==> src/rtl/dct_1d_stream.sv <==
// Streaming 1-D N-point DCT-II (N = 4 or 8) with a serial MAC.
// Samples load into a buffer, then each X[k] is accumulated over N cycles.
module dct_1d_stream #(
    parameter int N           = 8,
    parameter int DATA_W      = 8,
    parameter int OUT_W       = 32,
    parameter int LEVEL_SHIFT = 1
) (
    input  logic              clk,
    input  logic              reset,
    input  logic              start,
    input  logic [DATA_W-1:0] data_in,
    input  logic              in_valid,
    output logic              in_ready,
    output logic [OUT_W-1:0]  data_out,
    output logic [2:0]        out_index,
    output logic              out_valid,
    input  logic              out_ready,
    output logic              busy,
    output logic              finish
);

    localparam int IW = (N == 8) ? 3 : 2;
    localparam int PW = DATA_W + 14;
    localparam logic [DATA_W:0] HALF = {2'b01, {(DATA_W-1){1'b0}}};

    if (!(N == 4 || N == 8)) begin : g_bad_n
        $error("dct_1d_stream: N must be 4 or 8");
    end

    typedef enum logic [2:0] {
        S_IDLE,
        S_LOAD,
        S_CALC,
        S_EMIT,
        S_DONE
    } state_t;

    // Coefficient for row k, column n. The angle (2n+1)k*pi/(2N) is folded
    // into the first quadrant by symmetry so one small magnitude table serves.
    function automatic logic signed [12:0] coef_f(input int kk, input int nn);
        int  m;
        int  mag;
        logic neg;
        m = ((2 * nn + 1) * kk) % (4 * N);
        if (m > 2 * N) m = 4 * N - m;
        neg = (m > N);
        if (neg) m = 2 * N - m;
        mag = 0;
        if (kk == 0) begin
            mag = (N == 8) ? 1448 : 2048;
        end else if (N == 8) begin
            case (m)
                1: mag = 2009;
                2: mag = 1892;
                3: mag = 1703;
                4: mag = 1448;
                5: mag = 1138;
                6: mag = 784;
                7: mag = 400;
                default: mag = 0;
            endcase
        end else begin
            case (m)
                1: mag = 2676;
                2: mag = 2048;
                3: mag = 1108;
                default: mag = 0;
            endcase
        end
        return neg ? 13'(-mag) : 13'(mag);
    endfunction

    logic signed [12:0] rom [N*N];

    for (genvar gk = 0; gk < N; gk++) begin : g_rom_k
        for (genvar gn = 0; gn < N; gn++) begin : g_rom_n
            assign rom[gk*N+gn] = coef_f(gk, gn);
        end
    end

    state_t                   state_q, state_d;
    logic [IW-1:0]            n_q, n_d;
    logic [IW-1:0]            k_q, k_d;
    logic signed [OUT_W-1:0]  acc_q, acc_d;
    logic signed [DATA_W:0]   samp_q [N];
    logic signed [DATA_W:0]   samp_d [N];
    logic [OUT_W-1:0]         data_out_q, data_out_d;
    logic [2:0]               out_index_q, out_index_d;
    logic                     in_ready_q, in_ready_d;
    logic                     out_valid_q, out_valid_d;
    logic                     busy_q, busy_d;
    logic                     finish_q, finish_d;

    logic signed [DATA_W:0]   samp_in;
    logic signed [12:0]       coef_sel;
    logic signed [PW-1:0]     prod;
    logic signed [OUT_W-1:0]  prod_ext;
    logic signed [OUT_W-1:0]  acc_base;

    // Level-shift the incoming sample and form the current MAC product.
    always_comb begin
        if (LEVEL_SHIFT != 0) begin
            samp_in = {1'b0, data_in} - HALF;
        end else begin
            samp_in = {1'b0, data_in};
        end
        coef_sel = rom[{k_q, n_q}];
        prod     = PW'(samp_q[n_q]) * PW'(coef_sel);
        prod_ext = OUT_W'(prod);
        acc_base = (n_q == '0) ? '0 : acc_q;
    end

    // Next-state logic; outputs are derived from the next state so they are registered.
    always_comb begin
        state_d     = state_q;
        n_d         = n_q;
        k_d         = k_q;
        acc_d       = acc_q;
        samp_d      = samp_q;
        data_out_d  = data_out_q;
        out_index_d = out_index_q;
        unique case (state_q)
            S_IDLE: begin
                if (start) begin
                    state_d = S_LOAD;
                    n_d     = '0;
                end
            end
            S_LOAD: begin
                if (in_valid) begin
                    samp_d[n_q] = samp_in;
                    if (n_q == IW'(N - 1)) begin
                        state_d = S_CALC;
                        n_d     = '0;
                        k_d     = '0;
                    end else begin
                        n_d = n_q + IW'(1);
                    end
                end
            end
            S_CALC: begin
                acc_d = acc_base + prod_ext;
                if (n_q == IW'(N - 1)) begin
                    state_d     = S_EMIT;
                    n_d         = '0;
                    data_out_d  = acc_d;
                    out_index_d = 3'(k_q);
                end else begin
                    n_d = n_q + IW'(1);
                end
            end
            S_EMIT: begin
                if (out_ready) begin
                    if (k_q == IW'(N - 1)) begin
                        state_d = S_DONE;
                    end else begin
                        k_d     = k_q + IW'(1);
                        state_d = S_CALC;
                    end
                end
            end
            S_DONE: begin
                state_d = S_IDLE;
            end
            default: begin
                state_d = S_IDLE;
            end
        endcase
        in_ready_d  = (state_d == S_LOAD);
        out_valid_d = (state_d == S_EMIT);
        busy_d      = (state_d != S_IDLE);
        finish_d    = (state_d == S_DONE);
    end

    // State and datapath registers with synchronous reset.
    always_ff @(posedge clk) begin
        if (reset) begin
            state_q     <= S_IDLE;
            n_q         <= '0;
            k_q         <= '0;
            acc_q       <= '0;
            for (int i = 0; i < N; i++) begin
                samp_q[i] <= '0;
            end
            data_out_q  <= '0;
            out_index_q <= '0;
            in_ready_q  <= 1'b0;
            out_valid_q <= 1'b0;
            busy_q      <= 1'b0;
            finish_q    <= 1'b0;
        end else begin
            state_q     <= state_d;
            n_q         <= n_d;
            k_q         <= k_d;
            acc_q       <= acc_d;
            samp_q      <= samp_d;
            data_out_q  <= data_out_d;
            out_index_q <= out_index_d;
            in_ready_q  <= in_ready_d;
            out_valid_q <= out_valid_d;
            busy_q      <= busy_d;
            finish_q    <= finish_d;
        end
    end

    assign in_ready  = in_ready_q;
    assign out_valid = out_valid_q;
    assign data_out  = data_out_q;
    assign out_index = out_index_q;
    assign busy      = busy_q;
    assign finish    = finish_q;

endmodule

==> config.mk <==
export PLATFORM = sky130hd
export DESIGN_NAME = dct_1d_stream
export DESIGN_NICKNAME = d
export VERILOG_FILES = /design/src/rtl/dct_1d_stream.sv
export SDC_FILE = /design/constraint.sdc
export NUM_CORES = 1
export LEC_CHECK = 0
export ABC_AREA = 1
export CORE_AREA = 2 2 161 320
export CTS_BUF_LIST = sky130_fd_sc_hd__clkbuf_4 sky130_fd_sc_hd__clkbuf_8
export DETAILED_ROUTE_END_ITERATION = 7
export DIE_AREA = 0 0 163 322
export SLEW_MARGIN = 30
export SYNTH_ARGS = -nofsm -noshare
export SYNTH_HDL_FRONTEND = slang
export SYNTH_SLANG_ARGS = --single-unit
==> constraint.sdc <==
create_clock -name clk -period 7.2 [get_ports clk]
set_input_delay 0.72 -clock clk [delete_from_list [all_inputs] [get_ports clk]]
set_output_delay 0.72 -clock clk [all_outputs]
set_load 0.01 [all_outputs]
==> flow_results.org, run 1 <==
** Run status
- Result of the run :: finished clean

** Logic synthesis
- Netlist cell types :: between 40 and 50
- Multiplexer cells account for 0.0996% of the synthesized area.
- In the synthesized netlist the dominant register cell turns out to be dfxtp_1.
- Counting flops with an async set or reset pin after synthesis yields a share of 0%.
- Summing the areas of all fa, ha and maj instances in the mapped netlist gives roughly 28% of the synthesized area.
- Number of register bits inferred by synthesis :: about 140
- Synthesized netlist cell count :: around 2000
- The number of nets in the synthesized netlist is ~2200.
- Post-synthesis instance area :: ~14000 um2
- In this run, synthesis inferred 0 flip-flops with an integrated enable.
- After synthesis, flip-flops and latches occupy 20.9% of the total area.
- In this run the mean area of a mapped cell was slightly above 7 um2.
- Combinational family with the most area after synthesis :: adder cells
- Share of the synthesized area in compound gates (AO/OA/AOI/OAI) :: 14.7%
- Xor and xnor area share after synthesis :: less than 1%
- The synthesized netlist devotes 19.1% of its cell area to simple gates.
- The Yosys step of the flow raised 0 warnings.

** Worst hold path
- The startpoint identified for the worst hold timing path is samp_q[2].
- Path class of the lowest-slack min-delay path :: reg -> reg

** Global route
- Entering global routing, the biggest net connects 80 pins.
- Overall overflow remaining after global route :: 0
- The via count of the first global-routing pass came to about 13000.
- For this run, global-route usage on met2 was measured as 32.9%.
- Global routing consumed, over all layers together, 15.9% of the routing resources.
- Global routing consumed, on the met3 layer, 1.93% of the routing resources.
- The global routing stage identified its most utilized layer as met2.
- The initial antenna violation count is 0.
- GR Util met1 :: between 10% and 20%
- The first global-routing pass estimated ~65000 um of wire.

** STA
- In the finished design, the share of the clock period the worst path needs comes to a little over nine tenths.
- Worst slew pin tran :: 0.895 ns
- The clock arrives with between 0.02 and 0.03 ns of skew.
- Final Hold Violating Endpoints :: 0
- Setup violation total in the final timing report :: 0
- Worst slew margin relative to its limit :: 40.0%
- Maximum achievable frequency :: roughly 150 MHz
- The worst path in the final design needs a cycle of slightly below 7 ns, including I/O delays and setup.
- Pins Over Slew Limit :: 0

** Place
- DP Wirelength :: around 34000 um
- Counting tap cells, the placed design contains a total of roughly 2600 instances.
- In this run the tool buffered the top-level ports with roughly 50 buffer cells.
- The congestion estimate from routability-driven global placement came to 0.992.

** Clocking
- The number of hold buffers added after CTS was 0.
- Root buffer cell :: clkbuf_8
- Max Buffers Root-to-Sink :: 2
- Clock tree from TritonCTS :: done
- After clock tree synthesis, the clock-pin slew on the worst setup and hold paths is 0.11 ns.
- Depth of the CTS H-tree :: 4
- Skew-Pair Late Insertion Delay :: ~0.48 ns
- CTS buffer count :: 17
- Total number of clock tree sinks :: roughly 140

** Critical path
- Top delay family on crit path :: adder cells
- Data arrival time of the worst path :: around 7.2 ns
- Number of buffers and inverters on the critical path :: 9
- Element type at the critical path end :: flip-flop
- Of all nets on the critical path, the largest fanout is 10.
- Setup crit start :: n_q[1]
- STA puts the critical path data required time at about 7.6 ns.
- Most common cell on crit path :: inv_1
- The critical path in this run is classified as reg -> reg.
- Crit path launch type :: flip-flop
- Max stage delay cell, worst path :: fa_1
- In this design, the stage delay of the slowest critical-path cell is about 0.70 ns.
- RR Startpoint :: n_q[1]

** Cells and area
- For this run, the number of standard cells in the final layout without fillers is between 2000 and 3000.
- Registers take approximately 2900 um2.
- Layout cell share with drive strength beyond 1 :: between 7 and 8%
- The multi-input combinational cells in the finished layout cover a total of around 8600 um2.
- Net count, final :: between 2000 and 2500
- After filler insertion, the fill cell instance count of the layout stands at around 5500.
- The number of antenna diodes in the final layout is 0.
- Area overhead of the layout relative to synthesis :: 12.6%

** Drt
- The first TritonRoute pass finished after 6 iterations.
- After detailed routing, the total wire length is approximately 42000 um.
- Via density per instance :: ~4.6
- The first routing iteration left 650 violations.
- Across all layers, the routed design uses around 12000 vias.
- Dividing the detail-routed wire length by the instance count gives 15.6 um.
- In the routed design, unresolved DRC markers number 0.
- In this run the remaining antenna-violating nets after routing total 0.

** Pwr
- After layout, the design draws a total of approximately 6500 uW.
- Worst vdd ir :: 241 uV
- Static leakage power :: about 0.0077 uW
- Sequential cells account for around 13% of the total power.
- Combinational power share :: about 77%
- Switching Power :: about 3700 uW
- Total power per unit cell area :: approximately 420 nW/um2
- Switching Share :: between 50 and 60%
- Cell internal power was estimated by the tool at around 2800 uW.
- The clock network accounts for about a tenth of the total power.

** Floorplanning
- Full die area :: between 50000 and 60000 um2
- The die is 322 um tall.
- During I/O placement, the number of pins put on the boundary was 52.
- Num rows :: ~120
- The floorplan step set the die width to approximately 160 um.
- After floorplanning, the core was sized to cover 50100 um2.
- Effective utilization at floorplan :: around 28%

** Flow run
- The tool flagged a number of max-cap violations equal to 0.
-- synth_stat cells (9+ instances only) --
master    number  share of area [%]
nand2_1      351                9.5
inv_2         16               0.43
fa_1         133                 19
buf_2         23               0.83
nand3_1       87                3.2
inv_1        507                 14
o211ai_1      20                1.1
clkbuf_1      24               0.65
ha_1          91                8.2
nand3_2        9               0.65
nor2_1       134                3.6
nand2_2       18               0.81
nor3_1        10               0.36
o221ai_1      18                1.1
o21bai_1       9               0.49
o21ai_0      104                3.8
a21oi_1      147                5.3
o21ai_1       25               0.91
xor2_1        10               0.63
o21a_1        14               0.76
dfxtp_1      144                 21
-- placed cells by master (no fill, tap or decap), drive strengths merged, types with 20 or more instances in the layout --
cell type,instances
inv,531
dfxtp,144
nand2,370
a21oi,148
nand3,96
buf,46
o21ai,137
ha,91
fa,133
clkdlybuf4s50,51
nor2,138
o211ai,20
-- layout make-up --
type,count,area share (%)
clock inverter,15,1.05
sequential,144,18.5
tap,649,5.22
multi-input combinational,1223,55.5
timing repair buffer,97,5.48
clock buffer,17,1.50
inverter,525,12.7
-- path summary, 6_finish.rpt --
path                    end  slack [ns]  cells past startpoint
hold / removal    samp_q[2]        0.45                      2
hold reg to reg   samp_q[2]        0.45                      2
setup reg to reg  acc_q[27]        0.43                     28
setup / recovery  acc_q[27]        0.43                     28
-- power groups by stage --
stage | clock network, uW | registers [uW] | logic, uW
floorplan | 0 | 833 | 3240
global placement | 0 | 833 | 4990
detailed placement | 0 | 833 | 4990
CTS | 685 | 815 | 5050
global route | 716 | 816 | 5640
finish | 670 | 815 | 5040
-- kinds of logic after synthesis --
logic type                 Yosys count
and+or+nand+nor                    628
buffers and inverters              589
AOI/OAI and AO/OA                  356
adders and majority gates          224
DFF                                144
xor gates and xnor gates            14
muxes                                1
-- timing repair --
item	4_1_cts	5_1_grt
setup endpoints to repair	0	3
setup buffers	0	3
resized for setup	0	6
-- per-stage QoR --
| step | worst slack (ns) | util [%] | area [um2] | setup TNS [ns] | hold WS [ns] |
|---|---|---|---|---|---|
| finish | 0.426 | 31.1 | 15600 | 0 | 0.452 |
| global route | -0.00497 | 31.1 | 15600 | -0.00497 | 0.466 |
| CTS | 0.358 | 31.0 | 15500 | 0 | 0.454 |
| detailed placement | 0.416 | 30.2 | 15100 | 0 | 0.437 |
| global placement | 0.418 | 30.2 | 15100 | 0 | 0.433 |
| floorplan | 0.904 | - | 13800 | 0 | 0.424 |
-- layer usage --
layer | part of all wire [%] | vias up
met1 | 33 | 5814
met4 | 6.5 | 0
met5 | 0 | -
met2 | 58 | 238
met3 | 2.4 | 117
li1 | - | 6048
-- worst min-delay path: stages (launching register included) --
cell and delay [ns]:
dfxtp_1 0.32, inv_1 0.05, a21oi_1 0.05
-- registers in the layout, indices dropped and copies added (netlist names) --
register	count
data_out	32
samp_q	64
out_index	3
finish	1
in_ready	1
state_q	3
k_q	3
acc_q	32
busy	1
out_valid	1
n_q	3
No activity file was read; power rests on OpenSTA's default activity.
==> run 2: changes to the inputs <==
--- a/config.mk
+++ b/config.mk
@@ -10,6 +10,7 @@
 export CTS_BUF_LIST = sky130_fd_sc_hd__clkbuf_4 sky130_fd_sc_hd__clkbuf_8
 export DETAILED_ROUTE_END_ITERATION = 7
 export DIE_AREA = 0 0 163 322
+export GPL_TIMING_DRIVEN = 0
 export SLEW_MARGIN = 30
 export SYNTH_ARGS = -nofsm -noshare
 export SYNTH_HDL_FRONTEND = slang
==> flow_results.org, run 2 (synthesis gave the netlist of run 1 again) <==
** STA
- Timing would allow up to between 100 and 150 MHz.
- Final Hold Violating Endpoints :: 0
- Pins Over Slew Limit :: 0
- Setup violation total in the final timing report :: 0
- Final cycle utilization of the critical path :: between 90 and 100%
- Worst slew margin relative to its limit :: around 54%
- For the finished layout, the period the worst path requires is 6.90 ns.
- TNS Setup :: 0 ns
- Final worst clock skew :: roughly 0.023 ns
- For the pin with the worst max-slew slack, the measured transition is just under 0.7 ns.

** Pwr
- In this run the static leakage power is 0.00778 uW.
- Sequential cells account for roughly an eighth of the total power.
- Switching Share :: between 50 and 60%
- Cell internal power was estimated by the tool at between 2000 and 3000 uW.
- Of the total power, the clock network draws around 11%.
- The design draws 6590 uW.
- For this design the ratio of total power to cell area is 416 nW/um2.
- Combinational power share :: between 70 and 80%
- Switching Power :: 3800 uW
- Worst vdd ir :: around 270 uV

** Global route
- Global routing consumed, over all layers together, between 10% and 20% of the routing resources.
- The first global-routing pass estimated roughly 68000 um of wire.
- Number of antenna violations at the first check in global routing :: 0
- Summed over all layers, the global routing overflow is 0.
- The via count of the first global-routing pass is around 13000.
- Maximum number of pins on one net before global-route repair :: 17

** Critical path
- Worst Path Required :: between 7 and 8 ns
- Most common cell on crit path :: inv_1
- Path type of the worst setup path :: reg -> reg
- STA classifies the critical path startpoint as a flip-flop.
- Element type at the critical path end :: flip-flop
- At the worst endpoint, the arrival time is around 7.3 ns.
- The largest individual stage delay along the critical path comes from the cell fa_2.
- In this run the worst path has a maximum fanout of 11.
- Delay of the slowest critical-path stage :: ~0.63 ns

** Drt
- Using the TritonRoute via totals, the vias-per-cell ratio works out to 4.63.
- Iteration-0 DRC Markers :: about 570
- Number of routed nets with antenna violations :: 0
- For this block, wires on met1 add up to between 10000 and 15000 um.
- Uppermost layer routed :: met4
- Detailed routing placed a total of 24600 um of wire on met2.
- Detail-routed net length per standard cell :: 16.2 um
- Detailed-router iteration count before antenna repair :: 6
- Remaining DRCs :: 0
- Vias after detailed routing :: 12500
- Routed length on met3 :: 1380 um
- Detailed Route WL :: 43800 um

** Clocking
- The tree is rooted in a clkbuf_8.
- CTS saw 144 sinks.
- For this design, the CTS-stage hold fixing added 0 buffers.
- Max Buffers Root-to-Sink :: 2
- Depth of the CTS H-tree :: 4
- Clock tree synthesis inserted a total of 17 buffers.
- After clock tree synthesis, the clock-pin slew on the worst setup and hold paths is ~0.09 ns.
- At the later pin of the worst-skew pair, clock insertion delay measures 0.47 ns.
- TritonCTS built the clock tree.

** Floorplanning
- Number of placed I/O pins :: 52
- After floorplanning, the core was divided into 116 placement rows.
- The floorplan step defined a core boundary enclosing ~50000 um2.
- Die extent in y :: approximately 320 um
- Die Span X :: about 160 um
- For this configuration, the core starts out at a cell density of 27.6%.
- The die covers ~52000 um2.

** Cells and area
- Number of flip-flops under the largest register name :: 64
- Ranked by flip-flop count, first place goes to samp_q.
- Net count, final :: 2275
- Layout cell share with drive strength beyond 1 :: 8.39%
- Antenna diode count :: 0
- The library cell used most frequently in the layout, excluding fill and tap cells, is inv_1.
- In the layout the commonest cells are inv_1, nand2_1, a21oi_1.
- Final non-filler cell total :: 2700
- Layout Cell Area excl Fill :: ~16000 um2
- Area overhead of the layout relative to synthesis :: 14.5%
- Fill cells in the final layout number between 5000 and 6000.

** Place
- Placed instance count :: 2655
- DP Wirelength :: 37400 um
- Input and output buffers added on the ports amount to 50.
- At the end of routability-driven placement, the weighted congestion stood at roughly 0.95.
- The placed instances occupy a cell area of ~15000 um2.

** Flow run
- Max-cap violations in this run came to 0.

** Run status
- Result of the run :: finished clean

** Worst hold path
- The worst hold path belongs to the class reg -> reg.
==> run 2: cell count changes in the layout (fill, tap and decap cells not counted), sizes merged <==
cell / before / now
clkinv: 4 / 5
clkbuf: 17 / 41
clkinvlp: 5 / 1
clkdlybuf4s50: 51 / 50
buf: 46 / 53
bufinv: 0 / 3
==> run 2: metal layers <==
layer | track usage, % | up-vias
met1 | 14.7 | 5856
met5 | 0 | -
met4 | 12.8 | 0
met3 | 2.20 | 171
met2 | 34.0 | 347
li1 | - | 6132
==> run 2: critical path: cells and delay by family (launching register included) <==
kind	cells	cell delay [ns]
compound gates	1	0.11
buf+inv	11	1.19
fa+ha+maj	7	3.39
flops	1	0.38
simple gates	12	1.73
==> run 2: final cells by class <==
cell class                 count  area (um2)  area share (%)
clock buffer                  17         234            1.48
sequential                   144        2890            18.3
tap                          649         812            5.13
multi-input combinational   1223        8740            55.2
clock inverter                15         209            1.32
buffer                        64         360            2.28
timing repair buffer          63         611            3.86
inverter                     525        1980            12.5
==> run 2: final timing paths <==
path	startpoint	cells after the start	slack, ns	to
hold reg to reg	samp_q[40]	2	0.45	samp_q[40]
setup reg to reg	n_q[2]	31	0.30	acc_q[27]
setup / recovery	n_q[2]	31	0.30	acc_q[27]
hold / removal	samp_q[40]	2	0.45	samp_q[40]
==> run 2: repair_timing <==
action | CTS | global route
pin swaps | 2 | 5
setup buffers | 4 | 9
setup endpoints to repair | 33 | 35
resized for setup | 17 | 25
==> run 2: power by group through the flow <==
stage | Sequential [uW] | Combinational [uW] | Clock, uW
2_1_floorplan | 833 | 3240 | 0
3_3_place_gp | 836 | 4760 | 0
3_5_place_dp | 836 | 4800 | 0
4_1_cts | 818 | 4890 | 752
5_1_grt | 818 | 5580 | 789
6_report | 817 | 5030 | 743
==> run 2: per-stage QoR <==
stage          hold WS [ns]  setup slack, ns  util, %
2_1_floorplan         0.424            0.904        -
3_3_place_gp          0.433           -0.443     30.2
3_5_place_dp          0.440           -0.461     30.2
4_1_cts               0.454           0.0459     31.3
5_1_grt               0.461          -0.0107     31.6
6_report              0.450            0.302     31.6
==> run 3: changes to the inputs <==
--- a/config.mk
+++ b/config.mk
@@ -6,10 +6,10 @@
 export NUM_CORES = 1
 export LEC_CHECK = 0
 export ABC_AREA = 1
-export CORE_AREA = 2 2 161 320
+export CORE_AREA = 2 2 127 253
 export CTS_BUF_LIST = sky130_fd_sc_hd__clkbuf_4 sky130_fd_sc_hd__clkbuf_8
 export DETAILED_ROUTE_END_ITERATION = 7
-export DIE_AREA = 0 0 163 322
+export DIE_AREA = 0 0 129 255
 export GPL_TIMING_DRIVEN = 0
 export SLEW_MARGIN = 30
 export SYNTH_ARGS = -nofsm -noshare
==> flow_results.org, run 3 (synthesis gave the netlist of run 1 again) <==
** Run status
- Result of the run :: finished clean

** Pwr
- The worst-case IR drop observed on VDD is slightly below 300 uV.
- In this run the static leakage power is slightly below 0.008 uW.
- In this run the power density over the cells is ~400 nW/um2.

** STA
- Final Critical Period :: approximately 6.9 ns
- Maximum achievable frequency :: ~150 MHz
- Final worst clock skew :: between 0.02 and 0.025 ns
- Final cycle utilization of the critical path :: a little over nine tenths
- Worst hold slack across all endpoints :: 0.451 ns
- The number of hold violations in the final report came to 0.
- Pins Over Slew Limit :: 0
- Worst slew pin tran :: 0.820 ns
- Setup violation total in the final timing report :: 0
- Worst slew margin relative to its limit :: between 40 and 50%

** Cells and area
- samp_q holds more flip-flops than any other register.
- The net count of the finished layout is between 2000 and 2500.
- Area overhead of the layout relative to synthesis :: 11.9%
- Most common cell after layout, fill and taps aside :: inv_1
- The register with the most flip-flops in the layout has 64 of them.
- Commonest non-fill, non-tap cells in the layout :: inv_1, nand2_1, a21oi_1
- Layout cell share with drive strength beyond 1 :: under 10%
- In the final layout, flip-flops and latches occupy about 2900 um2.
- At the end of the flow the core is filled with cells to about half.
- The layout has approximately 3200 filler cells.
- The multi-input combinational cells in the finished layout cover a total of approximately 8700 um2.

** Global route
- Overall overflow remaining after global route :: 0
- For this run, the total global-route usage over all layers was measured as 24.6%.
- Entering global routing, the biggest net connects 17 pins.
- Global-route wire length before repair :: 62900 um
- The initial antenna violation count was 1.
- Via count of the first global-routing pass :: roughly 12000

** Critical path
- Crit path launch type :: flip-flop
- Along the worst path, the maximum fanout reaches 15.
- STA classifies the critical path endpoint as a flip-flop.
- Data arrival time of the worst path :: 7.32 ns
- The critical path is of the reg -> reg type.
- Worst Path Required :: 7.64 ns

** Drt
- Once detail routing completed, the nets flagged for antenna violations numbered 0.
- The first detailed-routing pass ran for 5 iterations.
- The routed layout has 12100 vias.
- Detailed route wirelength on metal2 :: roughly 17000 um
- The final layout contains routed wiring with a total length of 38000 um.
- Detail-routed net length per standard cell :: between 15 and 20 um
- Met1 routed wirelength after detailed routing :: around 18000 um
- Uppermost layer routed :: met4
- Using the TritonRoute via totals, the vias-per-cell ratio works out to between 4 and 5.
- Iteration-0 DRC Markers :: 681
- Routed length on met3 :: approximately 1400 um
- Remaining DRCs :: 0

** Floorplanning
- Effective utilization at floorplan :: between 40% and 50%
- Pin placement for this block handled 52 I/O pins.
- Die Span X :: between 100 and 150 um
- Core Region :: 31200 um2
- Die extent in y :: between 200 and 300 um
- Num rows :: 92
- The die covers about 33000 um2.

** Clocking
- Counting every sink on the clock net gives around 140.
- For this design, the CTS-stage hold fixing added 0 buffers.
- Skew-Pair Late Insertion Delay :: ~0.5 ns
- Clock tree from TritonCTS :: done
- The tree is rooted in a clkbuf_8.
- The number of clock buffers added by TritonCTS is 17.
- Max Buffers Root-to-Sink :: 2
- Clock slew seen by the registers of the worst setup and hold paths :: around 0.1 ns
- The H-tree was split into 4 levels.

** Flow run
- The tool flagged a number of max-cap violations equal to 0.

** Place
- Port buffering added 50 buffers.
- Placer congestion estimate :: about 0.96
- The HPWL after detailed placement is about 31000 um.

** Worst hold path
- Path class of the lowest-slack min-delay path :: reg -> reg
==> run 3: cell count changes in the layout (fill, tap and decap cells not counted), moves of 2 or more <==
| cell | delta |
|---|---|
| nor2_2 | -2 |
| nor2_4 | +2 |
| buf_4 | +3 |
| bufinv_16 | -3 |
| clkinv_4 | +3 |
| inv_6 | -2 |
==> run 3: timing repair <==
action	4_1_cts	5_1_grt
endpoints found under the setup margin	15	44
setup buffers	5	10
pin swaps	2	5
gates resized for setup	13	25
hold endpoints to repair	0	0
==> run 3: worst paths after layout <==
kind,depth (start not counted),start,slack (ns),endpoint
min reg2reg,2,samp_q[57],0.45,samp_q[57]
max reg2reg,27,n_q[1],0.32,acc_q[15]
max,27,n_q[1],0.32,acc_q[15]
min,2,samp_q[57],0.45,samp_q[57]
==> run 3: per-layer routing <==
layer  up-vias  global-route usage, %
met3        68                   2.97
met4         0                   10.2
met2       294                   38.2
met1      5562                   34.5
li1       6131                      -
met5         -                      0
==> run 3: metrics by stage <==
step	setup slack, ns	instances	total power, uW	area (um2)	setup TNS (ns)
floorplan	0.904	1956	4080	13800	0
global placement	-0.350	2429	5240	14900	-2.12
detailed placement	-0.330	2429	5200	14900	-1.73
CTS	0.0160	2466	5980	15300	0
global route	-0.000313	2477	6830	15500	-0.000313
finish	0.320	2477	6050	15500	0
==> run 3: layout make-up <==
class	count	area share, %
multi-input combinational	1223	56.4
sequential	144	18.7
inverter	525	12.8
timing repair buffer	65	3.96
tap	423	3.42
buffer	64	2.30
clock buffer	17	1.51
clock inverter	15	0.946
antenna	1	0.0162
==> run 3: report_power, final <==
part	internal, uW	leakage [uW]	switching [uW]
sequential	807	0.00116	9.22
clock	256	0.000194	382
combinational	1570	0.00638	3020
==> run 3: worst max-delay path: stages (launching register included) <==
cell and delay (ns):
dfxtp_4 0.45, inv_2 0.06, buf_6 0.15, buf_6 0.17, ha_1 0.35, inv_1 0.10, nand2_1 0.09, nand2_1 0.10
o311ai_0 0.55, nand2_2 0.27, inv_2 0.16, nor2_1 0.07, fa_1 0.51, fa_1 0.58, fa_1 0.46, fa_1 0.50
inv_1 0.05, fa_1 0.48, inv_1 0.04, ha_1 0.36, nand2_1 0.13, nor2_1 0.26, and2_1 0.17, nand2_1 0.05
nand2_1 0.18, xor2_1 0.34, o21ai_0 0.12, inv_1 0.07
